--- src/rtl/layer_mac.sv ---
// rtl/layer_mac.sv - dense-layer multiply-accumulate stage between two layer RAMs
// Optional LAYER_MAC_RELU_EN selects ReLU with unsigned saturation; default is signed saturation.
module layer_mac #(
  parameter int D_WIDTH   = 4,
  parameter int W_WIDTH   = 4,
  parameter int A_WIDTH   = 4,
  parameter int WA_WIDTH  = 8,
  parameter int N_IN      = 16,
  parameter int N_OUT     = 4,
  parameter int ACC_WIDTH = 16
) (
  input  logic                clk,
  input  logic                rst,
  input  logic                start,
  output logic                busy,
  output logic                done,
  output logic [A_WIDTH-1:0]  r_addr,
  input  logic [D_WIDTH-1:0]  act_in,
  output logic [WA_WIDTH-1:0] w_rom_addr,
  input  logic [W_WIDTH-1:0]  w_in,
  output logic                o_w_en,
  output logic [A_WIDTH-1:0]  o_w_addr,
  output logic [D_WIDTH-1:0]  o_data
);

  localparam int PW = D_WIDTH + W_WIDTH + 1;

  typedef enum logic [1:0] {IDLE, RUN, DRAIN, WRITE} state_t;

  state_t state, state_next;

  logic [A_WIDTH-1:0]          idx;
  logic [A_WIDTH-1:0]          neuron;
  logic signed [ACC_WIDTH-1:0] acc;
  logic                        mac_v;

  logic signed [PW-1:0]        a_ext;
  logic signed [PW-1:0]        w_ext;
  logic signed [PW-1:0]        prod;
  logic signed [ACC_WIDTH-1:0] prod_ext;
  logic [D_WIDTH-1:0]          act_val;
  logic                        last_idx;
  logic                        last_neuron;

  assign last_idx    = (idx == A_WIDTH'(N_IN - 1));
  assign last_neuron = (neuron == A_WIDTH'(N_OUT - 1));

  // Activation is unsigned, weight is signed; the product always fits in PW bits.
  assign a_ext    = {{(PW - D_WIDTH){1'b0}}, act_in};
  assign w_ext    = {{(PW - W_WIDTH){w_in[W_WIDTH-1]}}, w_in};
  assign prod     = a_ext * w_ext;
  assign prod_ext = {{(ACC_WIDTH - PW){prod[PW-1]}}, prod};

`ifdef LAYER_MAC_RELU_EN
  localparam logic signed [ACC_WIDTH-1:0] ACC_ZERO = '0;
  localparam logic signed [ACC_WIDTH-1:0] U_MAX    = ACC_WIDTH'(2**D_WIDTH - 1);

  always_comb begin
    act_val = acc[D_WIDTH-1:0];
    if (acc < ACC_ZERO) begin
      act_val = '0;
    end else if (acc > U_MAX) begin
      act_val = '1;
    end
  end
`else
  localparam logic signed [ACC_WIDTH-1:0] S_MAX = ACC_WIDTH'(2**(D_WIDTH-1) - 1);
  localparam logic signed [ACC_WIDTH-1:0] S_MIN = ACC_WIDTH'(-(2**(D_WIDTH-1)));

  always_comb begin
    act_val = acc[D_WIDTH-1:0];
    if (acc > S_MAX) begin
      act_val = S_MAX[D_WIDTH-1:0];
    end else if (acc < S_MIN) begin
      act_val = S_MIN[D_WIDTH-1:0];
    end
  end
`endif

  always_ff @(posedge clk) begin
    if (rst) begin
      state <= IDLE;
    end else begin
      state <= state_next;
    end
  end

  always_comb begin
    state_next = state;
    r_addr     = '0;
    w_rom_addr = '0;
    o_w_en     = 1'b0;
    o_w_addr   = '0;
    o_data     = '0;
    case (state)
      IDLE: begin
        if (start) state_next = RUN;
      end
      RUN: begin
        r_addr     = idx;
        w_rom_addr = WA_WIDTH'(neuron) * WA_WIDTH'(N_IN) + WA_WIDTH'(idx);
        if (last_idx) state_next = DRAIN;
      end
      DRAIN: begin
        state_next = WRITE;
      end
      WRITE: begin
        o_w_en     = 1'b1;
        o_w_addr   = neuron;
        o_data     = act_val;
        state_next = last_neuron ? IDLE : RUN;
      end
      default: state_next = IDLE;
    endcase
  end

  // mac_v lags RUN by one cycle to line up with the one-cycle RAM/ROM read latency.
  always_ff @(posedge clk) begin
    if (rst) begin
      idx    <= '0;
      neuron <= '0;
      acc    <= '0;
      mac_v  <= 1'b0;
      busy   <= 1'b0;
      done   <= 1'b0;
    end else begin
      mac_v <= (state == RUN);
      done  <= 1'b0;
      case (state)
        IDLE: begin
          if (start) begin
            acc    <= '0;
            idx    <= '0;
            neuron <= '0;
            busy   <= 1'b1;
          end
        end
        RUN: begin
          idx <= idx + A_WIDTH'(1);
          if (mac_v) acc <= acc + prod_ext;
        end
        DRAIN: begin
          if (mac_v) acc <= acc + prod_ext;
        end
        WRITE: begin
          acc <= '0;
          idx <= '0;
          if (last_neuron) begin
            busy <= 1'b0;
            done <= 1'b1;
          end else begin
            neuron <= neuron + A_WIDTH'(1);
          end
        end
        default: ;
      endcase
    end
  end

endmodule

--- config.mk ---
export PLATFORM = sky130hd
export DESIGN_NAME = layer_mac
export DESIGN_NICKNAME = d
export VERILOG_FILES = /design/src/rtl/layer_mac.sv
export SDC_FILE = /design/constraint.sdc
export NUM_CORES = 1
export LEC_CHECK = 0
export ABC_AREA = 1
export CELL_PAD_IN_SITES_DETAIL_PLACEMENT = 1
export CELL_PAD_IN_SITES_GLOBAL_PLACEMENT = 2
export CORE_ASPECT_RATIO = 0.75
export CORE_MARGIN = 2
export CORE_UTILIZATION = 34
export DETAILED_ROUTE_END_ITERATION = 6
export PLACE_DENSITY_LB_ADDON = 0.1
export SYNTH_ARGS = -nofsm -noshare
export SYNTH_HDL_FRONTEND = slang
export SYNTH_SLANG_ARGS = --single-unit
--- constraint.sdc ---
create_clock -name clk -period 9.5 [get_ports clk]
set_input_delay 2.85 -clock clk [delete_from_list [all_inputs] [get_ports clk]]
set_output_delay 2.85 -clock clk [all_outputs]
set_load 0.005 [all_outputs]
==> impl_results.md, run 1 <==
* Vias in the first global route at 2729
* Final period util at 72.1%
* Post-CTS setup buffers at 0
* Max VDD drop at 0.103 mV
* Crit-path max cell delay at 0.71 ns
* Chip width at 112 µm
* Maximum Capacitance Violations at 0
* CTS Buf Count at 5
* Cts repair resizes at 0
* Peak Freq at 146 MHz
* Worst hold endpoint: busy$_SDFFE_PP0P_
* Final ANT Viol Nets at 0
* Relative slew margins at 65.9%
* Avg WL per Cell at 13.1 µm
* Power Total at 862 µW
* RD Place Congestion at 0.818
* Worst path most repeated cell: fa_1
* Mapped Cells at 444
* WL met1 at 4080 µm
* Area Growth Syn to Fin at 18.4%
* Sw Ratio at 48.8%
* DR pass1 iterations at 4
* Clk sinks at 29
* Power Density at 246 nW/µm²
* Reg2reg start: acc[3]$_SDFFE_PP0P_
* Layout cells sized above 1 at 4.42%
* P_sw at 421 µW
* Commonest non-fill, non-tap cells in the layout: nand2_1, inv_1, ha_1
* CP Launch Type: input pin
* Yosys top cell area share at 19.7%
* Distinct cells, synth at 30
* Gr ovfl total at 0
* Hold buffers post-CTS at 0
* Commonest non-fill, non-tap cell in the layout: nand2_1
* Total routed wirelength at 7620 µm
* Slew Viols, Final at 0
* Worst Path Max Fanout at 10
* Root Driver: clkbuf_16
* Syn_area_per_cell at 6.65 µm²
* Setup Skew at 0.00534 ns
* Filler cell count at 1127
* Buffers on Ports at 33
* H-tree depth at 2
* Unrepaired setup endpoints after global routing: false
* GR Util All Layers at 17.2%
* Worst hold start: busy$_SDFFE_PP0P_
* Sequential area share after synthesis at 19.7%
* DIE AREA at 9460 µm²
* Layout net count at 542
* Clock-pin transition on the worst setup and hold timing paths at 0.05 ns
* P_leak at 0.00185 µW
* Met2 WL post-DR at 3290 µm
* Clk Latency, worst-skew pair at 0.27 ns
* Crit path capture type: register
* Core ar. at 8450 µm²
* WS Path Type: in2reg
* Combinational power share at 60.0%
* Fin util at 41.4%
* DR iter-0 viols at 89
* DP HPWL at 6370 µm
* Number of vias per cell at 4.71
* #FFs+latches synth at 29
* Worst r2r dst: acc[8]$_SDFFE_PP0P_
* Post-synth top area cell: dfxtp_1
* CP bufs+invs at 3
* Status: finished, final reports clean
* Int Power at 441 µW
* Top Family by Delay on Critical Path: adder cells
* Critical-path top delay cell: clkdlybuf4s50_1
* Via count at 2748
* Area of the multi-input gates at 1960 µm²
* Synth warn at 0
* WP data required at 9.70 ns
* Uppermost routed layer: met4
* Final Hold Viols at 0
* Synthesized cell area at 2950 µm²
* CTS tree: built
* Max clock buf depth at 2
* Num rows at 29
* Sequential cell area at 581 µm²
* Hold path depth at 2
* Final WS setup at 2.65 ns
* IO Count at 34
* Initial Util at 34.9%
* R2r worst-path depth at 12
* Metal3 WL at 209 µm
* Die H at 84.7 µm
* Setup TNS at 0 ns
* Initial antenna violation count at 0
* Critical path arrival at 7.05 ns
* Largest net degree at the start of global routing at 26
* Flop pwr share at 22.7%
* R2R setup slack at 6.15 ns
* Setup WS pre-CTS at 2.35 ns
* First-pass GRT wire length at 13200 µm
* Hold Path Class: reg2reg
* Largest cells by area after synthesis: dfxtp_1, ha_1, nand2_1, inv_1, fa_1
* Final setup fails at 0
* Crit path cell chain: clkdlybuf4s50_1 -> inv_1 -> or2_2 -> fa_1 -> fa_1 -> fa_1 -> inv_1 -> fa_1 -> nand3_1 -> nand3_1 -> a21oi_1 -> or2_2 -> nand3_1 -> a21oi_1
* Hold Slack at 0.472 ns
* Worst Max-Slew Pin Slew at 0.512 ns
* Clock network power share at 17.3%
* Residual DRC at 0
* N_diodes at 0
* Period minus WS final at 6.85 ns
* Mapped Nets at 512
cell type report:
type	count	share of cell area, %
well taps	108	3.86
multi-input cells	311	55.9
flip-flops and latches	29	16.6
inverters	93	9.98
repair buffers	34	9.66
clock buffers	6	3.69
clock inverters	2	0.286
worst min-delay path: stages (launching register included):
cell and delay [ns]:
dfxtp_1 0.31, nand2_1 0.06, a21oi_1 0.05
routing by layer:
metal / vias up / track usage (%)
met1: 1271 / 25.2
met2: 34 / 26.9
met5: - / 0
met3: 4 / 2.53
met4: 0 / 3.25
li1: 1439 / -
per-stage QoR:
step / std cells / instance area, µm²
detailed placement: 575 / 3360
finish: 583 / 3500
CTS: 583 / 3500
global route: 583 / 3500
global placement: 575 / 3360
floorplan: 444 / 2950
Yosys cell counts, drive strengths merged:
cell    number
clkbuf       4
buf          7
dfxtp       29
nand2      124
fa          11
nor2        38
a22oi        1
or2          3
nand3       22
a211oi       2
xnor2        1
a221oi       1
a21oi       33
o211ai       1
inv         93
o21ai        8
ha          46
nor3b        1
xor2         3
o31ai        2
nor3         6
nand4        7
nand3b       1
worst max path at each step:
stage               startpoint              endpoint  cells after the start
floorplan              w_in[3]  acc[10]$_SDFFE_PP0P_                     14
global placement       w_in[3]  acc[10]$_SDFFE_PP0P_                     15
finish                 w_in[3]   acc[8]$_SDFFE_PP0P_                     14
global route           w_in[3]   acc[8]$_SDFFE_PP0P_                     14
detailed placement     w_in[3]   acc[8]$_SDFFE_PP0P_                     14
CTS                    w_in[3]   acc[8]$_SDFFE_PP0P_                     14
sequential cells by signal, indices dropped and copies added, names as in the netlist:
signal / flops
mac_v: 1
state: 2
done: 1
idx: 4
busy: 1
acc: 16
neuron: 4
kinds of logic (layout without fill, tap and decap cells):
family                   after synthesis  count (layout)  share of synthesized area, %
AND/OR/NAND/NOR                      202             202                          28.4
buffers and inverters                104             135                          14.1
adder cells (fa/ha/maj)               57              57                          26.9
AO/OA/AOI/OAI                         48              48                          9.70
flip-flops                            29              29                          19.7
XOR/XNOR                               4               4                          1.19
power by group through the flow:
stage	registers [µW]	logic (µW)	clock network, µW
2_1_floorplan	185	394	0
3_3_place_gp	198	511	0
3_5_place_dp	198	522	0
4_1_cts	196	527	153
5_1_grt	201	604	159
6_report	195	517	149
Power figures use the tool's default switching activity.
==> run 2: changes to the inputs <==
- CORE_UTILIZATION: 34 -> 28
- clock period: 9.5 -> 6.18 ns (I/O delays scaled with it)
==> impl_results.md, run 2 (same netlist as run 1, synthesis figures left out) <==
* Chip width at 123 µm (+9.8%)
* Clk Latency, worst-skew pair at 0.27 ns (about the same)
* Number of vias per cell at 4.50 (-4.6%)
* Initial Util at 28.7% (-6.2 points)
* Setup TNS at 0 ns (unchanged)
* Avg WL per Cell at 13.8 µm (+5.2%)
* Unrepaired setup endpoints after global routing: false
* Vias in the first global route at 2818 (+3.3%)
* DR iter-0 viols at 94 (+5.6%)
* Hold buffers post-CTS at 0 (unchanged)
* Layout cells sized above 1 at 5.03% (+0.61 points)
* CTS tree: built
* First-pass GRT wire length at 14200 µm (+8.0%)
* Final Hold Viols at 0 (unchanged)
* CP Launch Type: input pin
* Max reg flops at 16 (unchanged)
* Period minus WS final at 5.54 ns
* Final period util at 89.7%
* Flop pwr share at 22.3% (-0.4 points)
* Setup WS pre-CTS at 0.353 ns (-2.00 ns)
* Critical path arrival at 5.75 ns (-1.30 ns)
* Area of the multi-input gates at 1960 µm² (unchanged)
* Area Growth Syn to Fin at 20.7%
* Worst Max-Slew Pin Slew at 0.562 ns (+0.0506 ns)
* Biggest regs: acc: 16 flops, idx: 4 flops, neuron: 4 flops
* WP data required at 6.38 ns (-3.32 ns)
* Peak Freq at 180 MHz
* Max clock buf depth at 2 (unchanged)
* IO Count at 34 (unchanged)
* Setup Skew at 0.00335 ns (-0.00199 ns)
* Residual DRC at 0 (unchanged)
* Clock network power share at 18.7% (+1.4 points)
* DR pass1 iterations at 4 (unchanged)
* RD Place Congestion at 0.761 (-7.0%)
* P_sw at 658 µW (+56%)
* DP HPWL at 7100 µm (+12%)
* Final WS setup at 0.637 ns (-2.02 ns)
* Root Driver: clkbuf_16
* Max VDD drop at 0.0929 mV (-10%)
* Combinational power share at 59.0% (-1.0 points)
* N_diodes at 0 (unchanged)
* Via count at 2757 (+0.33%)
* Status: finished, final reports clean
* Sw Ratio at 48.4% (-0.42 points)
* Crit path capture type: register
* Num rows at 32 (+10%)
* Worst Path Max Fanout at 5 (-5)
* Slew Viols, Final at 0 (unchanged)
* Final ANT Viol Nets at 0 (unchanged)
* P_leak at 0.00187 µW (+1.0%)
* H-tree depth at 2 (unchanged)
* Int Power at 701 µW (+59%)
* CTS Buf Count at 5 (unchanged)
* Post-CTS setup buffers at 0 (unchanged)
* Die H at 93.0 µm (+9.7%)
* Power Density at 381 nW/µm² (+55%)
* Hold Path Class: reg2reg
* DIE AREA at 11400 µm² (+20%)
* Clock-pin transition on the worst setup and hold timing paths at 0.05 ns (about the same)
* WS Path Type: in2reg
* Commonest non-fill, non-tap cells in the layout: nand2_1, inv_1, ha_1
* Gr ovfl total at 0 (unchanged)
* Maximum Capacitance Violations at 0 (unchanged)
* Filler cell count at 1325 (+18%)
* Initial antenna violation count at 0 (unchanged)
* Cts repair resizes at 0 (unchanged)
* Final setup fails at 0 (unchanged)
* Relative slew margins at 62.4% (-3.5 points)
* Clk sinks at 29 (unchanged)
* Total routed wirelength at 8430 µm (+11%)
* Layout net count at 544 (+0.37%)
* Largest net degree at the start of global routing at 26 (unchanged)
* Core ar. at 10300 µm² (+22%)
* Most flop-heavy register: acc
* GR Util All Layers at 16.1% (-1.1 points)
* Hold path depth at 2 (unchanged)
* Buffers on Ports at 33 (unchanged)
* Commonest non-fill, non-tap cell in the layout: nand2_1
* Sequential cell area at 581 µm² (unchanged)
* R2r worst-path depth at 13 (+1)
run 2: power groups by stage:
stage	Sequential [µW]	Clock (µW)	Combinational, µW
floorplan	284	0	606
global placement	307	0	804
detailed placement	308	0	813
CTS	304	261	818
global route	312	272	936
finish	303	254	802
run 2: final cells by class:
cell class                      count  share of cell area, %
Tap cell                          136                   4.77
Sequential cell                    29                   16.3
Inverter                           93                   9.79
Timing Repair Buffer               36                   9.89
Multi-Input combinational cell    311                   54.8
Clock buffer                        7                   4.28
Clock inverter                      1                  0.140
run 2: metrics by stage:
step | hold slack (ns) | total power, µW | area, µm² | cells | utilization, %
floorplan | 0.456 | 890 | 2950 | 444 | -
CTS | 0.468 | 1380 | 3570 | 613 | 34.7
detailed placement | 0.462 | 1120 | 3410 | 605 | 33.1
global route | 0.504 | 1520 | 3570 | 613 | 34.7
finish | 0.466 | 1360 | 3570 | 613 | 34.7
global placement | 0.451 | 1110 | 3410 | 605 | 33.1
run 2: per-layer routing:
layer	up-vias	share of wire (%)	track usage, %
met2	34	40	23.6
li1	1444	-	-
met1	1275	57	24.9
met4	0	0.66	2.59
met5	-	0	0
met3	4	2.7	2.40
run 2: worst paths after layout:
kind              slack (ns)              endpoint           startpoint
setup / recovery        0.64  acc[10]$_SDFFE_PP0P_              w_in[3]
hold / removal          0.47     busy$_SDFFE_PP0P_    busy$_SDFFE_PP0P_
setup reg to reg        2.76  acc[10]$_SDFFE_PP0P_  acc[3]$_SDFFE_PP0P_
hold reg to reg         0.47     busy$_SDFFE_PP0P_    busy$_SDFFE_PP0P_
run 2: worst max-delay path, cell delays in order:
cell	delay, ns
clkdlybuf4s50_1	0.56
inv_1	0.09
or2_2	0.30
fa_1	0.51
fa_1	0.51
fa_1	0.54
inv_1	0.06
fa_1	0.48
nand3_1	0.11
nand3_1	0.17
a21oi_1	0.22
nor2_1	0.06
nor2_1	0.09
nand2_1	0.06
a21oi_1	0.12
==> run 3: changes to the inputs <==
- ABC_AREA: 1 -> not set
- CORE_UTILIZATION: 28 -> 31
- SLEW_MARGIN: not set -> 20
==> impl_results.md, run 3 <==
* Status: finished, final reports clean
* Final WS setup at 0.541 ns (-0.0961 ns)
* Layout cells sized above 1 at 3.85% (-1.2 points)
* Most flop-heavy register: acc
* Gr ovfl total at 0 (unchanged)
* Power Density at 362 nW/µm² (-4.9%)
* Area Growth Syn to Fin at 19.4%
* Setup Skew at 0.00211 ns (-0.00125 ns)
* CTS Buf Count at 5 (unchanged)
* Synth warn at 0 (unchanged)
* GR Util All Layers at 14.8% (-1.3 points)
* Slew Viols, Final at 0 (unchanged)
* Number of vias per cell at 4.99 (+11%)
* Vias in the first global route at 2244 (-20%)
* IO Count at 34 (unchanged)
* Crit path capture type: register
* First-pass GRT wire length at 10700 µm (-25%)
* CP Launch Type: input pin
* Critical path arrival at 5.81 ns (+0.06 ns)
* Sequential area share after synthesis at 22.2% (+2.6 points)
* Worst Path Max Fanout at 4 (-1)
* Commonest non-fill, non-tap cells in the layout: ha_1, clkdlybuf4s50_1, a21oi_1, dfxtp_1, nand2_1
* Residual DRC at 0 (unchanged)
* Filler cell count at 979 (-26%)
* DR iter-0 viols at 76 (-19%)
* Clk Latency, worst-skew pair at 0.27 ns (about the same)
* Hold buffers post-CTS at 0 (unchanged)
* Main synth FF type: dfxtp_1
* Most frequent cells after synthesis: ha_1, a21oi_1, dfxtp_1, nand2_1, and2_1
* Distinct cells, synth at 42 (+40%)
* Hold Path Class: reg2reg
* Mapped Cells at 306 (-31%)
* Area of the multi-input gates at 1900 µm² (-2.9%)
* Initial Util at 32.6% (+3.9 points)
* DP Cell Count at 436 (-28%)
* Largest cells by area after synthesis: dfxtp_1, ha_1, fa_1, a21oi_1, and2_1
* Initial antenna violation count at 0 (unchanged)
* Final setup fails at 0 (unchanged)
* Syn_area_per_cell at 8.54 µm² (+28%)
* CTS tree: built
* Final Hold Viols at 0 (unchanged)
* Peak Freq at 177 MHz (-1.7%)
* H-tree depth at 2 (unchanged)
* Setup TNS at 0 ns (unchanged)
* Unrepaired setup endpoints after global routing: false
* Root Driver: clkbuf_8
* Asr flop ratio synth at 0% (unchanged)
* Clock-pin transition on the worst setup and hold timing paths at 0.06 ns (about the same)
* Clk sinks at 29 (unchanged)
* Avg WL per Cell at 14.3 µm (+4.0%)
* DP HPWL at 5190 µm (-27%)
* Period minus WS final at 5.64 ns (+0.0961 ns)
* Largest net degree at the start of global routing at 23 (-12%)
* Num rows at 28 (-13%)
* Max reg flops at 16 (unchanged)
* Final std cells w/o fill at 443 (-28%)
* Max clock buf depth at 2 (unchanged)
* Final period util at 91.3% (+1.6 points)
* Buffers on Ports at 33 (unchanged)
* Cts repair resizes at 0 (unchanged)
* #FFs+latches synth at 29 (unchanged)
* Commonest non-fill, non-tap cell in the layout: ha_1
* Count leader, synth: ha_1
* N_diodes at 0 (unchanged)
* Die H at 83.5 µm (-10%)
* WS Path Type: in2reg
* WP data required at 6.35 ns (-0.03 ns)
* Synthesized cell area at 2610 µm² (-12%)
* RD Place Congestion at 0.763 (+0.18%)
* Final ANT Viol Nets at 0 (unchanged)
* Max VDD drop at 0.122 mV (+31%)
* Worst Max-Slew Pin Slew at 0.910 ns (+0.348 ns)
* Post-CTS setup buffers at 0 (unchanged)
* Yosys top cell area share at 22.2% (+2.6 points)
* Relative slew margins at 39.2% (-23 points)
* Post-synth top area cell: dfxtp_1
* Layout net count at 406 (-25%)
* DIE AREA at 9190 µm² (-19%)
* Setup WS pre-CTS at 0.245 ns (-0.108 ns)
* Chip width at 110 µm (-10%)
* Sequential cell area at 581 µm² (unchanged)
* Core ar. at 8020 µm² (-22%)
* Biggest regs: acc: 16 flops, idx: 4 flops, neuron: 4 flops
* Total routed wirelength at 6330 µm (-25%)
* P_leak at 0.00138 µW (-26%)
* Maximum Capacitance Violations at 0 (unchanged)
* Via count at 2211 (-20%)
* EDFF count, synth at 0 (unchanged)
* DR pass1 iterations at 4 (unchanged)
* Mapped Nets at 374 (-27%)
==> run 3: changes by cell type after synthesis, moves of 5 or more <==
cell      before  now
xnor2_1        1   10
inv_1         89   21
and2_1         0   23
nand2b_1       0    5
nand3_1       22   13
nor2_1        37   22
nand2_1      122   26
a22o_1         0    7
==> run 3: path summary, 6_finish.rpt <==
check	startpoint	cells past startpoint	slack [ns]	endpoint
hold reg to reg	acc[0]$_SDFFE_PP0P_	2	0.48	acc[0]$_SDFFE_PP0P_
setup / recovery	w_in[3]	15	0.54	acc[14]$_SDFFE_PP0P_
hold / removal	acc[0]$_SDFFE_PP0P_	2	0.48	acc[0]$_SDFFE_PP0P_
setup reg to reg	acc[3]$_SDFFE_PP0P_	12	2.36	acc[14]$_SDFFE_PP0P_
==> run 3: cells by family (layout without fill, tap and decap cells) <==
family / count (synthesis) / after routing / synth area share, %
compound gates: 62 / 62 / 15.1
flops: 29 / 29 / 22.2
xor+xnor: 15 / 15 / 5.03
simple gates: 112 / 112 / 22.0
buf+inv: 31 / 63 / 5.12
fa+ha+maj: 57 / 57 / 30.5
==> run 3: per-stage QoR <==
step	total power (µW)	area (µm²)	utilization, %	hold WS (ns)
2_1_floorplan	801	2610	-	0.450
3_3_place_gp	976	3030	37.8	0.475
3_5_place_dp	990	3030	37.8	0.484
4_1_cts	1160	3120	38.9	0.495
5_1_grt	1270	3120	38.9	0.522
6_report	1130	3120	38.9	0.485
==> run 3: critical path: stages <==
cell	delay, ns
clkdlybuf4s50_1	0.54
inv_1	0.12
nor2_1	0.17
fa_1	0.43
fa_1	0.51
inv_1	0.05
fa_1	0.52
inv_1	0.04
ha_1	0.34
a21o_1	0.22
a221oi_2	0.24
o21ai_0	0.24
a21oi_1	0.23
xnor2_1	0.08
a22o_1	0.22
==> run 3: power breakdown <==
part	total, µW	internal [µW]	switching [µW]	leakage [µW]
sequential	290	233	56.7	0.000236
clock	160	88.3	71.3	0.0000443
combinational	681	282	399	0.00110
==> run 3: layout make-up <==
| class | instances | share of cell area (%) |
|---|---|---|
| multi-input combinational | 246 | 60.8 |
| sequential | 29 | 18.6 |
| timing repair buffer | 35 | 11.1 |
| tap | 105 | 4.21 |
| clock buffer | 7 | 2.77 |
| inverter | 21 | 2.53 |
==> run 3: metal layers <==
layer / routed length [µm] / part of all wire (%) / global-route usage (%) / vias up
met5: 0 / 0 / 0 / -
met4: 34 / 0.54 / 3.45 / 0
met3: 185 / 2.9 / 2.58 / 2
met2: 2740 / 43 / 23.1 / 33
met1: 3380 / 53 / 21.0 / 1049
li1: - / - / - / 1127
